## src/rtl/cpu_pkg.sv

```systemverilog
// Shared definitions for the multicycle MIPS core.
// Covers exception codes, PC select encodings, CP0 indices and FSM states.
package cpu_pkg;

    // Exception codes written to CP0 Cause.ExcCode
    localparam logic [4:0] EXC_INT = 5'd0;
    localparam logic [4:0] EXC_SYS = 5'd8;
    localparam logic [4:0] EXC_BP  = 5'd9;
    localparam logic [4:0] EXC_TR  = 5'd13;

    // PC mux select
    localparam logic [1:0] PC_NORM = 2'b00;
    localparam logic [1:0] PC_VEC  = 2'b01;
    localparam logic [1:0] PC_EPC  = 2'b10;

    // CP0 register indices
    localparam logic [4:0] CP0_STATUS = 5'd12;
    localparam logic [4:0] CP0_CAUSE  = 5'd13;
    localparam logic [4:0] CP0_EPC    = 5'd14;

    // Exception sequencer states
    typedef enum logic [1:0] {
        ST_IDLE = 2'd0,
        ST_SAVE = 2'd1,
        ST_RET  = 2'd2,
        ST_HOLD = 2'd3
    } exc_state_t;

endpackage

```

## src/rtl/irq_latch.sv

```systemverilog
// External interrupt edge detector and pending register.
// A rising edge sets a pend bit; a clear pulse drops it, and a set wins.
module irq_latch
    import cpu_pkg::*;
#(
    parameter int NIRQ = 5
) (
    input  logic            i_clk,
    input  logic            i_rst,
    input  logic [NIRQ-1:0] i_irq,
    input  logic [NIRQ-1:0] i_clr,
    output logic [NIRQ-1:0] o_pend
);

    logic [NIRQ-1:0] r_prev;
    logic [NIRQ-1:0] r_pend;
    logic [NIRQ-1:0] w_rise;

    assign w_rise = i_irq & ~r_prev;
    assign o_pend = r_pend;

    // Track previous line levels and latch rising edges until taken
    always_ff @(posedge i_clk) begin
        if (i_rst) begin
            r_prev <= '0;
            r_pend <= '0;
        end else begin
            r_prev <= i_irq;
            r_pend <= (r_pend & ~i_clr) | w_rise;
        end
    end

endmodule

```

## src/rtl/exc_ctrl.sv

```systemverilog
// Exception/interrupt sequencer between the main control unit and CP0.
// Prioritises traps and interrupts, pulses CP0 save/return and steers the PC.
module exc_ctrl
    import cpu_pkg::*;
#(
    parameter int NIRQ    = 5,
    parameter int VEC_CYC = 1
) (
    input  logic            i_clk,
    input  logic            i_rst,
    input  logic            i_instr_done,
    input  logic            i_syscall,
    input  logic            i_brk,
    input  logic            i_teq_trap,
    input  logic            i_eret_req,
    input  logic [NIRQ-1:0] i_ext_irq,
    input  logic [31:0]     i_status,
    output logic            o_exception,
    output logic            o_eret,
    output logic [4:0]      o_cause,
    output logic [1:0]      o_pc_sel,
    output logic            o_hold,
    output logic [NIRQ-1:0] o_irq_pend
);

    localparam int CW = (VEC_CYC > 1) ? $clog2(VEC_CYC) : 1;
    localparam logic [CW-1:0] HOLD_LAST = CW'(VEC_CYC - 1);

    exc_state_t      r_state;
    exc_state_t      w_state_nxt;
    logic [CW-1:0]   r_cnt;
    logic [CW-1:0]   w_cnt_nxt;
    logic [4:0]      w_code;
    logic [NIRQ-1:0] w_pend;
    logic [NIRQ-1:0] w_masked;
    logic [NIRQ-1:0] w_irq_oh;
    logic [NIRQ-1:0] w_clr;
    logic            w_irq_ok;

    logic            r_exception;
    logic            r_eret;
    logic [4:0]      r_cause;
    logic [1:0]      r_pc_sel;
    logic            r_hold;

    // Status bits outside IE and IM carry nothing for this block
    logic w_unused_status;
    assign w_unused_status = ^{i_status[31:8+NIRQ], i_status[7:1]};

    irq_latch #(
        .NIRQ(NIRQ)
    ) u_irq_latch (
        .i_clk  (i_clk),
        .i_rst  (i_rst),
        .i_irq  (i_ext_irq),
        .i_clr  (w_clr),
        .o_pend (w_pend)
    );

    // Lowest pending, unmasked line wins; IE gates everything
    assign w_masked = w_pend & i_status[8 +: NIRQ];
    assign w_irq_oh = w_masked & (~w_masked + 1'b1);
    assign w_irq_ok = i_status[0] & (|w_masked);

    // Next-state, exception code and pend-clear selection
    always_comb begin
        w_state_nxt = r_state;
        w_cnt_nxt   = r_cnt;
        w_code      = EXC_INT;
        w_clr       = '0;
        unique case (r_state)
            ST_IDLE: begin
                if (i_instr_done) begin
                    if (i_eret_req) begin
                        w_state_nxt = ST_RET;
                    end else if (i_syscall) begin
                        w_state_nxt = ST_SAVE;
                        w_code      = EXC_SYS;
                    end else if (i_brk) begin
                        w_state_nxt = ST_SAVE;
                        w_code      = EXC_BP;
                    end else if (i_teq_trap) begin
                        w_state_nxt = ST_SAVE;
                        w_code      = EXC_TR;
                    end else if (w_irq_ok) begin
                        w_state_nxt = ST_SAVE;
                        w_code      = EXC_INT;
                        w_clr       = w_irq_oh;
                    end
                end
            end
            ST_SAVE, ST_RET: begin
                w_state_nxt = ST_HOLD;
                w_cnt_nxt   = HOLD_LAST;
            end
            ST_HOLD: begin
                if (r_cnt == '0) begin
                    w_state_nxt = ST_IDLE;
                end else begin
                    w_cnt_nxt = r_cnt - CW'(1);
                end
            end
        endcase
    end

    // State and registered outputs decoded from the next state
    always_ff @(posedge i_clk) begin
        if (i_rst) begin
            r_state     <= ST_IDLE;
            r_cnt       <= '0;
            r_exception <= 1'b0;
            r_eret      <= 1'b0;
            r_cause     <= 5'd0;
            r_pc_sel    <= PC_NORM;
            r_hold      <= 1'b0;
        end else begin
            r_state     <= w_state_nxt;
            r_cnt       <= w_cnt_nxt;
            r_exception <= (w_state_nxt == ST_SAVE);
            r_eret      <= (w_state_nxt == ST_RET);
            r_cause     <= (w_state_nxt == ST_SAVE) ? w_code : 5'd0;
            r_pc_sel    <= (w_state_nxt == ST_SAVE) ? PC_VEC :
                           (w_state_nxt == ST_RET)  ? PC_EPC : PC_NORM;
            r_hold      <= (w_state_nxt != ST_IDLE);
        end
    end

    assign o_exception = r_exception;
    assign o_eret      = r_eret;
    assign o_cause     = r_cause;
    assign o_pc_sel    = r_pc_sel;
    assign o_hold      = r_hold;
    assign o_irq_pend  = w_pend;

endmodule

```

## config.mk

```make
export PLATFORM = sky130hd
export DESIGN_NAME = exc_ctrl
export DESIGN_NICKNAME = d
export VERILOG_FILES = /design/src/rtl/cpu_pkg.sv /design/src/rtl/irq_latch.sv /design/src/rtl/exc_ctrl.sv
export SDC_FILE = /design/constraint.sdc
export NUM_CORES = 1
export LEC_CHECK = 0
export CAP_MARGIN = 0
export CORE_UTILIZATION = 29
export DETAILED_ROUTE_END_ITERATION = 10
export PLACE_DENSITY = 0.84
export SETUP_SLACK_MARGIN = 0.15
export SLEW_MARGIN = 40
export SYNTH_ARGS = -nofsm -noshare
export SYNTH_HDL_FRONTEND = slang
export SYNTH_SLANG_ARGS = --single-unit
```

## constraint.sdc

```tcl
create_clock -name i_clk -period 1.56 [get_ports i_clk]
set_clock_uncertainty 0.2 [all_clocks]
set_input_delay 0.312 -clock i_clk [delete_from_list [all_inputs] [get_ports i_clk]]
set_output_delay 0.312 -clock i_clk [all_outputs]
set_load 0.02 [all_outputs]
```

# [Word level (Yosys, flattened, before mapping)]
# Cells that the tools add are included.
[word_totals] word_cells=62 input_bits=44 ff_bits=23 out_inout_bits=15
[op_classes] n_eq_ne=5 mux=22 bitwise_logic=12 add_sub_neg=2 n_reduce_logical=9
[op_table] operator="5-bit 2-to-1 mux" n=7
[op_table] operator="5-bit AND" n=4
[op_table] operator="2-bit 2-to-1 mux" n=8
[op_table] operator="5-bit inverter" n=3
[op_table] operator="4-bit 2-to-1 mux" n=3
[op_table] operator="5-bit OR reduction" n=2
[op_table] operator="7-bit OR reduction" n=1
[op_table] operator="2-bit equality test, second input constant" n=3
[op_table] operator="2-bit case mux with 3 select lines" n=1
[op_table] operator="6-bit OR reduction" n=1
[op_table] operator="5-bit by 1-bit adder with 5-bit output, second input constant" n=1
[op_table] operator="5-bit bitwise OR" n=1
[op_table] operator="2-bit by 1-bit equality test with 1-bit output, second input constant" n=2
[op_table] operator="2-bit nonzero test" n=2
[op_table] operator="2-bit OR reduction" n=2
[op_table] operator="1-bit inverter" n=3
[op_table] operator="2-bit logical NOT" n=1
[op_table] operator="1-bit 2-to-1 mux" n=2
[op_table] operator="1-bit case mux with 2 select lines" n=1
[op_table] operator="1-bit AND" n=1
[op_table] operator="1-bit subtractor, second input constant" n=1

# [Depth between registers and ports, before layout]
[depth] depth_word=14 mapped_depth=7 ltp_nobuf=6

# [By module]
# From an unflattened synthesis, not the netlist that was laid out.
[unflattened] cells_unflattened=91 hier_area_um2=902.1
[modules_own_cells] module="exc_ctrl" instances=1 area_each_um2=503.0 cells_each=60 seq_area_each_um2=180.2
[modules_own_cells] module="irq_latch" instances=1 area_each_um2=399.1 cells_each=31 seq_area_each_um2=200.2

# [Worst setup path after synthesis]
# Ideal clock, no wire load.
[synth_path] path_kind="register -> register" from="register r_state[1]" to="register u_irq_latch.r_pend[1], in the netlist u_irq_latch.o_pend[1]" arrival_ns=1.209 synth_period_minus_slack_ns=1.541 stages_incl_launch_ff=7 setup_slack_ns=0.019 path_cell_list="dfxtp_1 -> inv_1 -> ha_1 -> clkbuf_1 -> nand4_1 -> o31ai_1 -> a21oi_1"
[synth_via] elab_chain_cells=5
[synth_lines] element="start, declared" line="exc_ctrl.sv:29" rtl="exc_state_t r_state;"
[synth_lines] element="start signal, assigned" line="exc_ctrl.sv:117" rtl="r_state <= w_state_nxt;"
[synth_lines] element="2-bit logical NOT" line="exc_ctrl.sv:71" rtl="unique case (r_state)"
[synth_lines] element="5-bit 2-to-1 mux" line="exc_ctrl.sv:71"
[synth_lines] element="5-bit inverter" line="irq_latch.sv:29" rtl="r_pend <= (r_pend & ~i_clr) | w_rise;"
[synth_lines] element="5-bit AND" line="irq_latch.sv:29"
[synth_lines] element="5-bit bitwise OR" line="irq_latch.sv:29"
[synth_lines] element="end signal, assigned" line="irq_latch.sv:29"
[synth_lines] element="end, declared" line="irq_latch.sv:16" rtl="logic [NIRQ-1:0] r_pend;"
# No other way between the ends.
# A chain may end at the register's enable or synchronous reset.

# [Final worst setup path]
[layout_path] from="register u_irq_latch.r_pend[3], in the netlist u_irq_latch.o_pend[3]" to="register r_pc_sel[1], in the netlist o_pc_sel[1]"
[layout_via] elab_chain_cells=12 word_cells_on_any_way=14 cone_classes="eq/ne: 2; mux: 8; bitwise: 2; reduce/logical: 2"
[layout_lines] element="5-bit AND *" line="exc_ctrl.sv:61" rtl="assign w_masked = w_pend & i_status[8 +: NIRQ];"
[layout_lines] element="5-bit OR reduction *" line="exc_ctrl.sv:63" rtl="assign w_irq_ok = i_status[0] & (|w_masked);"
[layout_lines] element="1-bit AND *" line="exc_ctrl.sv:63"
[layout_lines] element="2-bit 2-to-1 mux *" line="exc_ctrl.sv:85" rtl="end else if (w_irq_ok) begin"
[layout_lines] element="2-bit 2-to-1 mux *" line="exc_ctrl.sv:82" rtl="end else if (i_teq_trap) begin"
[layout_lines] element="2-bit 2-to-1 mux *" line="exc_ctrl.sv:79" rtl="end else if (i_brk) begin"
[layout_lines] element="2-bit 2-to-1 mux *" line="exc_ctrl.sv:76" rtl="end else if (i_syscall) begin"
[layout_lines] element="2-bit 2-to-1 mux *" line="exc_ctrl.sv:74" rtl="if (i_eret_req) begin"
[layout_lines] element="2-bit 2-to-1 mux *" line="exc_ctrl.sv:73" rtl="if (i_instr_done) begin"
[layout_lines] element="2-bit case mux with 3 select lines *" line="exc_ctrl.sv:71"
[layout_lines] element="2-bit equality test / 2-bit by 1-bit equality test with 1-bit output (equally long branches)" line="exc_ctrl.sv:123, exc_ctrl.sv:122"
[layout_lines] element="2-bit 2-to-1 mux / 2-bit OR reduction (equally long branches)"
[layout_lines] element="end signal, assigned" line="exc_ctrl.sv:122" rtl="r_pc_sel <= (w_state_nxt == ST_SAVE) ? PC_VEC :"
[layout_lines] element="end, declared" line="exc_ctrl.sv:43" rtl="logic [1:0] r_pc_sel;"
# Mark *: on every way between the ends. The rest lies on a longest branch, timed or not.

==> flow_summary.yaml <==
status:
  status: "finished, final reports clean"
layout:
  diodes: 0
  area_growth_pct: 72.0
  fill_cells: 241
  fin_util_pct: 53.6
  drive_gt1_share_pct: 46.3
  nNetsFinal: 182
min_path:
  min_path_type: "in2reg"
logic_synthesis:
  async_reset_ff_share_pct: 0
  yosysTopAreaCellShare_pct: 48.9
  yosys-top-cells-area: "dfxtp_1, nor2b_1, a21oi_1"
  synth_seq_cells: 19
  syn_avg_cell_area_um2: 8.95
  ys_warn_count: 0
  synth_cell_types: 27
  netlist_instances: 87
  synth-seq-area-share_pct: 48.9
  yosysMostFrequentCell: "dfxtp_1"
  dominantRegCellSynth: "dfxtp_1"
  ys_top_cells_by_count: "dfxtp_1, nand2_1, nor2b_1"
  synth-edff-count: 0
  netlist_area_um2: 778
  yosys.area.top_type: "dfxtp_1"
routing:
  drt-pass1-iter-count: 4
  vias: 824
  wl_um: 2120
  antenna_left: 0
  drc: 0
  drt-initial-drc-count: 15
  vias_per_cell: 4.96
  wl_per_cell_um: 12.8
timing:
  finalCritPeriodShare_pct: 97.3
  slew_viol_final: 0
  setup_viol: 0
  finalWorstSetupSlack_ps: 41.7
  tns_ps: 0
  timing.final.hold_violations: 0
  fin_crit_ps: 1520
  max_freq_ghz: 0.659
  hold-worst-slack_ps: 144
  rsz0062_at_grt: "true"
worst_setup_path:
  required_ps: 1590
  critPathLaunchType: "flop"
  critPathKind: "reg2reg"
  cp-end-kind: "flop"
  arrival_ps: 1550
  crit_fanout: 6
clocking:
  cts.sinks: 19
  numCtsBuffers: 3
  cts_max_level: 1
  clock_path_buffers: 2
  path_clk_slew_ps: 110
  tritoncts: "done"
  clock-root-buffer: "clkbuf_4"
  hold_buffers: 0
  worstSkewPairLatency_ps: 290
pwr:
  pwr_density_cell_mw_per_mm2: 1220
  p_switching_w: 0.000574
  internal-power_w: 0.00106
  peakVddDrop_mv: 0.841
  p_total_w: 0.00163
  power_switching_share_pct: 35.2
  clockPowerShare_pct: 14.9
  p_leak_nw: 0.574
  pwr-share-seq_pct: 37.6
  combPwrFrac_pct: 47.5
place:
  routabilityCongestion: 0.702
  io_buffers: 30
  hpwl_um: 1480
  pre_cts_slack_ps: -480
global_routing:
  grt_pass1_wl_um: 3170
  grt_pass1_vias: 800
  grtUsageTotal_pct: 15.3
  grt-ovfl-total: 0
  grt_max_degree: 18
  antenna_found_initial: 0
floorplan:
  die_h_um: 53.8
  start_util_pct: 31.1
  dieArea_mm2: 0.00289
  placementRows: 18
  die_w_um: 53.8
  io_pins: 59
  coreArea_mm2: 0.00250
job:
  drv_cap: 0
-- sequential cells by signal, summed over array words and instances, names as in the netlist --
register            cells
u_irq_latch.o_pend      5
u_irq_latch.r_prev      5
o_cause                 3
o_eret                  1
o_exception             1
o_pc_sel                1
o_hold                  1
r_state                 2
-- final timing paths --
check                                   startpoint                                to  slack, ps  cells past startpoint
hold reg to reg   u_irq_latch.o_pend[1]$_SDFF_PP0_  u_irq_latch.o_pend[1]$_SDFF_PP0_        290                      2
setup reg to reg  u_irq_latch.o_pend[3]$_SDFF_PP0_            o_pc_sel[1]$_SDFF_PP0_         40                      5
setup / recovery  u_irq_latch.o_pend[3]$_SDFF_PP0_            o_pc_sel[1]$_SDFF_PP0_         40                      5
hold / removal                        i_status[12]  u_irq_latch.o_pend[4]$_SDFF_PP0_        140                      2
-- worst max-delay path, cell delays in order, from the launching register on --
cell      delay (ps)
dfxtp_2          360
a222oi_1         310
buf_4            200
a31oi_4           90
nand3_4          110
and4_1           190
-- cell usage in the layout (no fill, tap or decap), types with 2 or more instances in the layout --
master,count
a21oi_1,5
a31oi_1,3
and4_1,2
buf_2,10
buf_4,17
clkbuf_2,2
clkbuf_4,3
clkdlybuf4s50_1,8
conb_1,2
dfxtp_1,13
dfxtp_2,6
dlygate4sd2_1,9
inv_1,3
inv_2,2
nand2_1,7
nand2b_1,4
nand4_1,2
nor2_1,2
nor2_4,2
nor2b_1,6
o31ai_2,2
-- area by class of cell --
class                           count  area (um^2)  share of cell area [%]
Tap cell                           30         37.5                    2.80
Clock inverter                      1         5.00                   0.374
Inverter                            5         18.8                    1.40
Clock buffer                        3         22.5                    1.68
Timing Repair Buffer               49          388                    29.0
Sequential cell                    19          388                    29.0
Multi-Input combinational cell     59          479                    35.8
-- logic make-up after synthesis --
group,share of synthesized area [%]
other cells,0.482
buf+inv,6.27
compound gates,15.9
fa+ha+maj,1.61
simple gates,26.8
flops,48.9
-- stage by stage --
stage	cell area, um^2	std cells
final	1340	166
after global routing	1340	166
after CTS	1380	165
after detailed placement	1210	155
after global placement	1210	155
after floorplan	812	88
-- power by group through the flow --
stage	sequential (W)	clock, W	combinational (W)
5_1_grt	0.000622	0.000274	0.000824
6_report	0.000612	0.000244	0.000774
3_3_place_gp	0.000613	0	0.000618
4_1_cts	0.000616	0.000247	0.000778
2_1_floorplan	0.000687	0	0.000335
3_5_place_dp	0.000621	0	0.000651
-- repair_timing --
| item | 4_1_cts | 5_1_grt |
|---|---|---|
| gates resized for setup | 73 | 11 |
| pin swaps | 20 | 5 |
| setup endpoints to repair | 26 | 22 |
| buffers inserted | 6 | 1 |
-- routing by layer --
metal | vias to the layer above | global-route usage, % | wire, um
met2 | 29 | 30.2 | 1200
li1 | 398 | - | -
met5 | - | 0 | 0
met4 | 0 | 6.14 | 27
met3 | 4 | 3.95 | 114
met1 | 393 | 14.5 | 781
Power figures use the tool's default switching activity.
